$ cat config.mk
export PLATFORM = sky130hd
export DESIGN_NAME = lsu_stage
export DESIGN_NICKNAME = d
export VERILOG_FILES = /design/src/rtl/lsu_stage.sv
export SDC_FILE = /design/constraint.sdc
export NUM_CORES = 1
export LEC_CHECK = 0
export ABC_CLOCK_PERIOD_IN_PS = 2970
export BUFFER_PORTS_ARGS = -buffer_cell sky130_fd_sc_hd__buf_4
export CAP_MARGIN = 20
export CELL_PAD_IN_SITES_DETAIL_PLACEMENT = 2
export CELL_PAD_IN_SITES_GLOBAL_PLACEMENT = 2
export CORE_UTILIZATION = 26
export CTS_BUF_LIST = sky130_fd_sc_hd__clkbuf_8
export DETAILED_ROUTE_END_ITERATION = 6
export GPL_TIMING_DRIVEN = 0
export PLACE_DENSITY = 0.89
export SLEW_MARGIN = 5
export SYNTH_ARGS = -nofsm -noshare
export SYNTH_HDL_FRONTEND = slang
export SYNTH_SLANG_ARGS = --single-unit
$ cat constraint.sdc
create_clock -name clk -period 2.97 [get_ports clk]
set_input_delay 0.1485 -clock clk [delete_from_list [all_inputs] [get_ports clk]]
set_output_delay 0.1485 -clock clk [all_outputs]
set_load 0.01 [all_outputs]
$ cat src/rtl/lsu_stage.sv
// lsu_stage: load/store unit stage bridging EX requests to a simple data bus
module lsu_stage #(
  parameter int XLEN = 32
) (
  input  logic            clk,
  input  logic            rst,
  input  logic            req_valid,
  output logic            req_ready,
  input  logic [3:0]      mem_op,
  input  logic [XLEN-1:0] addr,
  input  logic [XLEN-1:0] wdata,
  input  logic [4:0]      rd_in,
  output logic            dbus_req,
  output logic            dbus_we,
  output logic [XLEN-1:0] dbus_addr,
  output logic [3:0]      dbus_be,
  output logic [XLEN-1:0] dbus_wdata,
  input  logic            dbus_gnt,
  input  logic            dbus_rvalid,
  input  logic [XLEN-1:0] dbus_rdata,
  output logic            resp_valid,
  output logic [4:0]      resp_rd,
  output logic [XLEN-1:0] resp_data,
  output logic            misalign
);
  typedef enum logic [1:0] {IDLE, REQ, WAIT, RESP} state_t;
  state_t state, state_n;
  logic [3:0] op_q;
  logic [XLEN-1:0] addr_q, wdata_q, res_q, shifted;
  logic [4:0] rd_q;
  logic mis_q, accept, in_ld, in_st, in_half, in_word, in_mis, in_bus;
  logic q_st, q_byte, q_half, q_word;
  assign accept = req_valid && req_ready;
  assign in_ld = mem_op inside {4'b0001, 4'b0010, 4'b0011, 4'b0100, 4'b0101};
  assign in_st = mem_op inside {4'b1001, 4'b1010, 4'b1011};
  assign in_half = mem_op inside {4'b0010, 4'b0101, 4'b1010};
  assign in_word = mem_op inside {4'b0011, 4'b1011};
  assign in_mis = (in_half && addr[0]) || (in_word && addr[1:0] != 2'b00);
  assign in_bus = (in_ld || in_st) && !in_mis;
  assign q_st = op_q[3];
  assign q_byte = op_q inside {4'b0001, 4'b0100, 4'b1001};
  assign q_half = op_q inside {4'b0010, 4'b0101, 4'b1010};
  assign q_word = op_q inside {4'b0011, 4'b1011};
  assign shifted = dbus_rdata >> {addr_q[1:0], 3'b000};
  // State register; reset abandons any bus transaction in flight
  always_ff @(posedge clk or posedge rst)
    if (rst) state <= IDLE;
    else state <= state_n;
  // Next-state: misaligned and NONE requests bypass the bus entirely
  always_comb begin
    state_n = state;
    case (state)
      IDLE: state_n = accept ? (in_bus ? REQ : RESP) : IDLE;
      REQ:  state_n = dbus_gnt ? (q_st ? RESP : WAIT) : REQ;
      WAIT: state_n = dbus_rvalid ? RESP : WAIT;
      RESP: state_n = IDLE;
      default: state_n = IDLE;
    endcase
  end
  // Capture the request and build the writeback value; unknown ops collapse to NONE
  always_ff @(posedge clk or posedge rst)
    if (rst) begin
      op_q <= '0;
      addr_q <= '0;
      wdata_q <= '0;
      rd_q <= '0;
      res_q <= '0;
      mis_q <= 1'b0;
    end else if (accept) begin
      op_q <= (in_ld || in_st) ? mem_op : 4'b0000;
      addr_q <= addr;
      wdata_q <= wdata;
      rd_q <= rd_in;
      res_q <= in_bus ? '0 : addr;
      mis_q <= in_mis;
    end else if (state == WAIT && dbus_rvalid) begin
      res_q <= q_word ? shifted :
               q_half ? {{16{shifted[15] & ~op_q[2]}}, shifted[15:0]} :
                        {{24{shifted[7] & ~op_q[2]}}, shifted[7:0]};
    end
  // Bus and response outputs derive only from state and captured registers
  always_comb begin
    req_ready = state == IDLE && !rst;
    dbus_req = state == REQ;
    dbus_we = dbus_req && q_st;
    dbus_addr = dbus_req ? {addr_q[XLEN-1:2], 2'b00} : '0;
    dbus_be = !dbus_req ? 4'b0000 : q_word ? 4'b1111 :
              q_half ? 4'b0011 << addr_q[1:0] : 4'b0001 << addr_q[1:0];
    dbus_wdata = !dbus_req ? '0 : q_byte ? {4{wdata_q[7:0]}} :
                 q_half ? {2{wdata_q[15:0]}} : wdata_q;
    resp_valid = state == RESP;
    resp_rd = resp_valid ? rd_q : 5'd0;
    resp_data = resp_valid ? res_q : '0;
    misalign = resp_valid && mis_q;
  end
endmodule

==> results of run 1 <==
state kept, by name, summed over array words and instances (netlist names):
register	count
addr_q	32
op_q	4
mis_q	1
rd_q	5
wdata_q	32
res_q	32
state	2
per-stage QoR:
step / util (%) / area (sq um)
after floorplan: - / 6002
after global placement: 35.28 / 7988
after detailed placement: 35.46 / 8028
after CTS: 39.02 / 8833
after global routing: 39.05 / 8841
final: 39.05 / 8841
layer usage:
layer  vias to the layer above  share of wire (%)  wire length, microns
met5                         -                  0                     0
met4                         0                4.1                  1202
met3                        71                3.7                  1076
met2                       205                 49                 14340
met1                      3432                 43                 12550
li1                       3054                  -                     -
cells in the final DEF (no fill, tap or decap), drive strengths merged, types with 17 or more instances in the layout:
cell and instances:
a21oi 26, and2 40, and3 38, buf 246, clkbuf 44, dfrtp 108
dlygate4sd3 58, nand2 262, nand3 17, o21ai 28
report_power, final:
part	total, mW	leakage [nW]	switching [mW]	internal [mW]
Clock	0.950	0.107	0.544	0.406
Combinational	3.93	3.05	2.39	1.54
Sequential	2.66	1.35	0.514	2.14
cell families (layout without fill, tap and decap cells):
| kind of cell | Yosys count | after routing | share of synthesized area, % |
|---|---|---|---|
| simple gates | 396 | 396 | 30.31 |
| compound gates | 133 | 133 | 15.30 |
| flops | 108 | 108 | 45.08 |
| buf+inv | 62 | 356 | 4.696 |
| mux | 25 | 25 | 4.550 |
| other cells | 1 | 5 | 0.06256 |
how the worst min path moves through the flow:
| stage | from | endpoint | slack, ns |
|---|---|---|---|
| CTS | addr[23] | addr_q[23] | 0.002 |
| finish | addr[19] | addr_q[19] | 0.02 |
| detailed placement | wdata[3] | wdata_q[3] | 0.35 |
| floorplan | rd_in[0] | rd_q[0] | 0.25 |
| global placement | wdata[4] | wdata_q[4] | 0.34 |
| global route | addr[10] | addr_q[10] | 0.006 |
area by class of cell:
type                    count  area (sq um)
diodes                      3         7.507
plain buffers              57         262.8
clock buffers              13         178.9
clock inverters             3         26.28
fillers                  2565         13800
inverters                   5         22.52
multi-input cells         556          3014
flip-flops and latches    108          2703
well taps                 285         356.6
repair buffers            278          2270
worst max-delay path: stages, from the launching register on:
cell and delay, ns:
dfrtp_1 0.36, buf_2 0.22, nand2b_1 0.13, o21ai_2 0.43, clkbuf_1 0.39, o21ai_0 0.13, a21oi_1 0.33, buf_4 0.19
synthesized netlist by cell type, types with 14 or more instances:
library cell	count	area [sq um]
o211ai_1	16	120.1
and3_1	38	237.7
dfrtp_1	108	2703
nand3_1	17	85.08
nor2_1	14	52.55
nand2_1	262	983.4
and2_1	40	250.2
clkbuf_1	30	112.6
a22oi_1	16	120.1
mux2i_1	16	160.2
o21ai_0	20	100.1
a21oi_1	26	130.1
buf_2	20	100.1
==> impl_metrics.toml, run 1 <==
[floorplanning]
core_sq_mm = 0.02264
start_util_pct = 26.48
dieArea_sq_mm = 0.02367
dieWidth_microns = 153.8
die-height_microns = 153.8
num_rows = 55
ios = 220

[placed_design]
placedCellCount = 1230
post-dp-hpwl_microns = 21490
numPortBuffers = 217
place.gp.congestion = 0.8391
dp_slack_ns = 0.1091

[critical_path]
cp-start-kind = "flop"
path_class = "reg2out"
crit_path_start = "op_q[1]"
r2r_start = "state[0]"
r2r_setup_slack_ns = 0.75
cp.required_ns = 2.82
r2r-end = "res_q[26]"
cp-endpoint = "dbus_be[1]"
cp-end-kind = "primary output"
arrival_ns = 2.57
r2r_cells = 5
cp_max_fo = 10

[final_layout]
synthToLayoutAreaGrowth_pct = 47.48
drive_above_1_share_pct = 27.45
final_nets = 1125
fin_cells = 1308

[global_route]
grt_max_degree = 39
gr-usage-all-layers_pct = 24.93
grt_pass1_vias = 7432
antenna_found_initial = 3
grtUsageMet1_pct = 31.34
grt_remaining_overflow = 0
use_met3_pct = 3.551
use_met2_pct = 42.01
grt_pass1_wl_microns = 44550
grt_busiest_layer = "met2"

[yosys]
ys_types = 49
ys_seq_area_share_pct = 45.08
yosysWarnings = 0
synth_ff_type = "dfrtp_1"
syn_area_sq_mm = 0.005994
ys_ff_latch = 108
syn-instance-count = 725
synth.avg_cell_area_sq_um = 8.268
synth_edf_count = 0
async_flop_share_pct = 100.0

[routing]
drc_errors = 0
drtIter0Drc = 308
wl_per_cell_microns = 22.30
routed_wl_microns = 29170
drt_first_pass_iters = 4
ant_nets = 0
vias_per_cell = 5.170
vias = 6762

[status]
status = "complete, no violations"

[timing]
period_minus_slack_ns = 2.716
hold_ws_ns = 0.01955
rsz0062_at_grt = "no"
fin_worst_skew_ns = 0.01064
slew_violations = 0
setup_tns_ns = 0
worst_slew_pin_slew_ns = 0.8261
setup_viol = 0
finalCritPeriodShare_pct = 91.46
final.setup.worst_slack_ns = 0.2535
hold_violations = 0
fmax_mhz = 368.1
slew_headroom_pct = 44.63

[cts]
cts.path.max_buffers = 2
clk_latency_ns = 0.39
root_buffer = "clkbuf_8"
cts_sinks = 108
cts_max_level = 3
postCtsSetupBuffers = 0
path_clk_slew_ns = 0.11
cts_tree = "done"
cts_hold_buffers = 59
cts_resized = 0
cts_buffers = 9

[hold_path]
hold-path-cell-count = 3
min_path_type = "in2reg"

[pwr]
finalPower_mw = 7.539
leakage_nw = 4.511
ir_drop_v = 0.0002704
power_density_mw_per_mm2 = 852.7

[job]
cap_violations = 0
(Power assumes the default switching activity.)
==> run 2, diff against run 1 <==
--- a/config.mk
+++ b/config.mk
@@ -11,10 +11,11 @@
 export CELL_PAD_IN_SITES_DETAIL_PLACEMENT = 2
 export CELL_PAD_IN_SITES_GLOBAL_PLACEMENT = 2
 export CORE_UTILIZATION = 26
-export CTS_BUF_LIST = sky130_fd_sc_hd__clkbuf_8
+export CTS_BUF_LIST = sky130_fd_sc_hd__clkbuf_2
 export DETAILED_ROUTE_END_ITERATION = 6
 export GPL_TIMING_DRIVEN = 0
 export PLACE_DENSITY = 0.89
+export RECOVER_POWER = 25
 export SLEW_MARGIN = 5
 export SYNTH_ARGS = -nofsm -noshare
 export SYNTH_HDL_FRONTEND = slang
==> impl_metrics.toml, run 2 (synthesized netlist as in run 1, its figures left out) <==
[status]
status = "complete, no violations"

[routing]
routed_wl_microns = 32990
drc_errors = 0
ant_nets = 0
drt_first_pass_iters = 5
vias = 7213
vias_per_cell = 5.351
wl_per_cell_microns = 24.47
drtIter0Drc = 385

[timing]
worst_slew_pin_slew_ns = 1.006
finalCritPeriodShare_pct = 95.27
setup_viol = 0
hold_violations = 0
slew_headroom_pct = 32.92
final.setup.worst_slack_ns = 0.1405
period_minus_slack_ns = 2.829
slew_violations = 0
setup_tns_ns = 0
rsz0062_at_grt = "yes"
fmax_mhz = 353.4
fin_worst_skew_ns = 0.05307

[cts]
cts_sinks = 108
cts_buffers = 9
cts_max_level = 3
path_clk_slew_ns = 0.30
cts.path.max_buffers = 2
clk_latency_ns = 0.65
postCtsSetupBuffers = 0
root_buffer = "clkbuf_2"
cts_tree = "done"

[critical_path]
r2r_start = "addr_q[0]"
arrival_ns = 2.68
cpMaxStageDelayCell = "dfrtp_1"
cp-start-kind = "flop"
critPathBufInv = 2
crit_path_start = "op_q[0]"
slowest_delay_ns = 0.54
path_cells = "nand2b_1 -> o21ai_4 -> clkbuf_2 -> o21ai_0 -> a21oi_1 -> buf_4"
cp_max_fo = 10
path_class = "reg2out"
cp-end-kind = "primary output"
cp.required_ns = 2.82
cpLargestDelayFamily = "compound AO/OA/AOI/OAI gates"

[placed_design]
dp_slack_ns = 0.1091
placed_area_sq_mm = 0.008028
numPortBuffers = 217
post-dp-hpwl_microns = 21490
place.gp.congestion = 0.8391

[floorplanning]
core_sq_mm = 0.02264
dieArea_sq_mm = 0.02367
dieWidth_microns = 153.8
ios = 220
start_util_pct = 26.48
die-height_microns = 153.8
num_rows = 55

[pwr]
power_density_mw_per_mm2 = 822.1
ir_drop_v = 0.0002706
leakage_nw = 4.632

[final_layout]
synthToLayoutAreaGrowth_pct = 52.24
layout_commonest_cell = "nand2_1"
final_nets = 1167
fin_util_pct = 40.31
reg_top3 = "addr_q: 32 flops, res_q: 32 flops, wdata_q: 32 flops"
drive_above_1_share_pct = 26.55
final_cell_mix = "nand2_1 (262), buf_4 (218), dfrtp_1 (108)"
fin_area_sq_mm = 0.009126

[global_route]
antenna_found_initial = 1
grt_pass1_vias = 8049
grt_max_degree = 39
grt_remaining_overflow = 0
grt_pass1_wl_microns = 49650
gr-usage-all-layers_pct = 28.14

[hold_path]
min_path_type = "in2reg"
hp-start = "dbus_rdata[4]"

[job]
cap_violations = 0
run 2: changes by cell type in the layout (fill, tap and decap cells not counted), moves of 2 or more:
cell           change
clkbuf_8          -13
dlygate4sd3_1     +42
diode_2            -2
clkbuf_2          +14
clkbuf_1           -2
clkinv_1           +4
buf_12             -2
run 2: worst reg2reg max path, stage by stage (launching register included):
cell and delay [ns]:
dfrtp_1 0.41, clkbuf_2 0.20, buf_2 0.29, buf_2 0.35, mux2i_1 0.25, dlygate4sd3_1 0.59
nand2_1 0.09, o2111ai_1 0.14, nand3_1 0.11
run 2: layout make-up:
class	instances	area, sq um
Sequential cell	108	2703
Tap cell	285	356.6
Inverter	5	22.52
Fill cell	2541	13510
Antenna cell	1	2.502
Timing Repair inverter	1	5.005
Clock buffer	9	45.04
Buffer	57	267.8
Clock inverter	7	41.29
Multi-Input combinational cell	556	3032
Timing Repair Buffer	319	2651
run 2: power by group:
group          leakage (nW)  switching [mW]  total (mW)  internal, mW
registers              1.35           0.546        2.68          2.14
clock network        0.0568           0.536       0.645         0.109
logic                  3.23            2.57        4.17          1.60
run 2: metal layers:
layer	track usage, %	vias up	share of wire, %
li1	-	3136	-
met1	33.09	3645	40
met2	48.38	319	49
met3	4.171	113	4.8
met4	17.29	0	6.0
met5	0	-	0
run 2: path summary, 6_finish.rpt:
kind                              end  slack [ns]  cells past startpoint
max                        dbus_be[1]        0.14                      6
max in group asynchronous    res_q[1]        1.20                      5
max reg2reg                  res_q[1]        0.46                      8
min reg2reg                addr_q[31]        0.51                      2
min in group asynchronous    res_q[9]        0.19                      3
min                          res_q[4]         0.1                      5
run 2: through the flow:
| step | cells | power, mW | hold WS [ns] |
|---|---|---|---|
| final | 1348 | 7.503 | 0.09696 |
| after global placement | 1228 | 6.165 | 0.3390 |
| after CTS | 1346 | 7.208 | 0.004638 |
| after floorplan | 726 | 4.705 | 0.2539 |
| after global routing | 1348 | 7.932 | 0.06226 |
| after detailed placement | 1230 | 6.438 | 0.3480 |
run 2: repair_timing:
item                                    CTS  global route
endpoints found under the setup margin    1            22
hold endpoints to repair                143             0
resized for setup                         1            10
gates cloned                              0             1
hold buffers                            100             0
==> run 3, diff against run 2 <==
--- a/config.mk
+++ b/config.mk
@@ -14,7 +14,7 @@
 export CTS_BUF_LIST = sky130_fd_sc_hd__clkbuf_2
 export DETAILED_ROUTE_END_ITERATION = 6
 export GPL_TIMING_DRIVEN = 0
-export PLACE_DENSITY = 0.89
+export PLACE_DENSITY_LB_ADDON = 0.2
 export RECOVER_POWER = 25
 export SLEW_MARGIN = 5
 export SYNTH_ARGS = -nofsm -noshare
==> impl_metrics.toml, run 3 (synthesized netlist as in run 1, its figures left out) <==
[floorplanning]
start_util_pct = 26.48
dieWidth_microns = 153.8
num_rows = 55
core_sq_mm = 0.02264
dieArea_sq_mm = 0.02367
ios = 220
die-height_microns = 153.8

[timing]
finalCritPeriodShare_pct = 94.29
fmax_mhz = 357.1
hold_violations = 0
slew_headroom_pct = -43.74
period_minus_slack_ns = 2.800
setup_tns_ns = 0
hold_ws_ns = 0.1094
slew_violations = 37
fin_worst_skew_ns = 0.02873
rsz0062_at_grt = "no"
worst_slew_pin_slew_ns = 2.156
setup_viol = 0

[cts]
cts_max_level = 3
cts_buffers = 9
root_buffer = "clkbuf_2"
path_clk_slew_ns = 0.35
cts_tree = "done"
cts.path.max_buffers = 2
cts_sinks = 108
clk_latency_ns = 0.67

[routing]
vias_per_cell = 5.037
drc_errors = 0
wl_per_cell_microns = 21.28
drtIter0Drc = 260
vias = 6881
drt_first_pass_iters = 5
routed_wl_microns = 29060
ant_nets = 0

[global_route]
grt_pass1_vias = 7510
grt_remaining_overflow = 0
gr-usage-all-layers_pct = 24.89
grt_pass1_wl_microns = 44660
grt_max_degree = 37
antenna_found_initial = 2

[pwr]
leakage_nw = 4.710
finalPower_mw = 7.408
ir_drop_v = 0.0002391
power_density_mw_per_mm2 = 794.7

[placed_design]
numPortBuffers = 217
post-dp-hpwl_microns = 20550
place.gp.congestion = 0.8391
placed_area_sq_mm = 0.008048

[final_layout]
final_nets = 1184
fin_util_pct = 41.18
synthToLayoutAreaGrowth_pct = 55.52
fillers = 2564
final_cell_mix = "nand2_1 (262), buf_4 (218), dlygate4sd3_1 (117)"
fin_area_sq_mm = 0.009323
layout_commonest_cell = "nand2_1"
drive_above_1_share_pct = 26.23
reg_top3 = "addr_q: 32 flops, res_q: 32 flops, wdata_q: 32 flops"

[critical_path]
path_class = "reg2out"
crit_path_start = "op_q[2]"
r2r_cells = 6
r2r-end = "res_q[30]"
cp.required_ns = 2.82
cp-start-kind = "flop"
arrival_ns = 2.65
slowest_delay_ns = 0.43
r2r_start = "state[0]"
cp_max_fo = 10
r2r_setup_slack_ns = 0.33
cpMaxStageDelayCell = "dfrtp_1"
cpMostUsedCell = "buf_2"
path_cells = "buf_2 -> nor3b_2 -> o21bai_1 -> buf_2 -> nor2_1 -> a311oi_1 -> buf_4"
cp-end-kind = "primary output"
cp-endpoint = "dbus_wdata[27]"

[hold_path]
min_path_type = "in2reg"

[status]
status = "finished, violations left"
failed_checks = "max-capacitance violations, max-slew violations"

[job]
cap_violations = 1
run 3: changes by cell type in the layout (fill, tap and decap cells not counted), sizes merged:
cell         delta
clkinvlp        +2
clkinv          -4
diode           +1
dlygate4sd3    +17
inv             +1
buf             +2
clkbuf          -1
run 3: cell type report:
cell class	instances	area, sq um	share of cell area [%]
Clock inverter	7	58.81	0.6308
Tap cell	285	356.6	3.825
Inverter	5	20.02	0.2147
Multi-Input combinational cell	556	3028	32.48
Buffer	57	266.5	2.859
Antenna cell	2	5.005	0.05368
Sequential cell	108	2703	28.99
Timing Repair Buffer	337	2840	30.47
Clock buffer	9	45.04	0.4832
run 3: worst min path at each step:
stage                         from         to  slack [ns]  depth (start not counted)
global placement          rd_in[4]    rd_q[4]        0.34                          3
detailed placement             rst   state[1]        0.24                          2
floorplan                 rd_in[0]    rd_q[0]        0.25                          2
finish               dbus_rdata[7]   res_q[7]        0.11                          5
global route        dbus_rdata[15]  res_q[15]        0.11                          5
CTS                 dbus_rdata[11]  res_q[11]        0.02                          5
run 3: layer usage:
| layer | vias up | GRT usage (%) | wire, microns |
|---|---|---|---|
| met2 | 204 | 41.56 | 13910 |
| met1 | 3469 | 33.06 | 13220 |
| met5 | - | 0 | 0 |
| met3 | 41 | 3.523 | 1204 |
| met4 | 0 | 8.143 | 730 |
| li1 | 3167 | - | - |
run 3: stage by stage:
stage / setup WS, ns / cells
after global routing: 0.02091 / 1366
after global placement: -1.948 / 1228
after CTS: 0.002305 / 1364
final: 0.1696 / 1366
after detailed placement: 0.1334 / 1231
after floorplan: 0.08964 / 726
run 3: critical path: cells and delay by family (launching register included):
family                 cells  cell delay [ns]
AOI/OAI and AO/OA          2             0.65
DFF                        1             0.43
and+or+nand+nor            2             0.25
buffers and inverters      3             0.67
run 3: timing repair:
item / in CTS / in global routing
endpoints found under the setup margin: 5 / 12
setup buffers: 0 / 0
endpoints found under the hold margin: 183 / 0
hold buffers: 117 / 0
gates resized for setup: 2 / 6
cloned: 0 / 0
run 3: where the power goes:
part           total, mW  internal [mW]  switching [mW]
clock              0.722          0.125           0.598
sequential          2.65           2.14           0.509
combinational       4.04           1.68            2.36
total               7.41           3.94            3.47
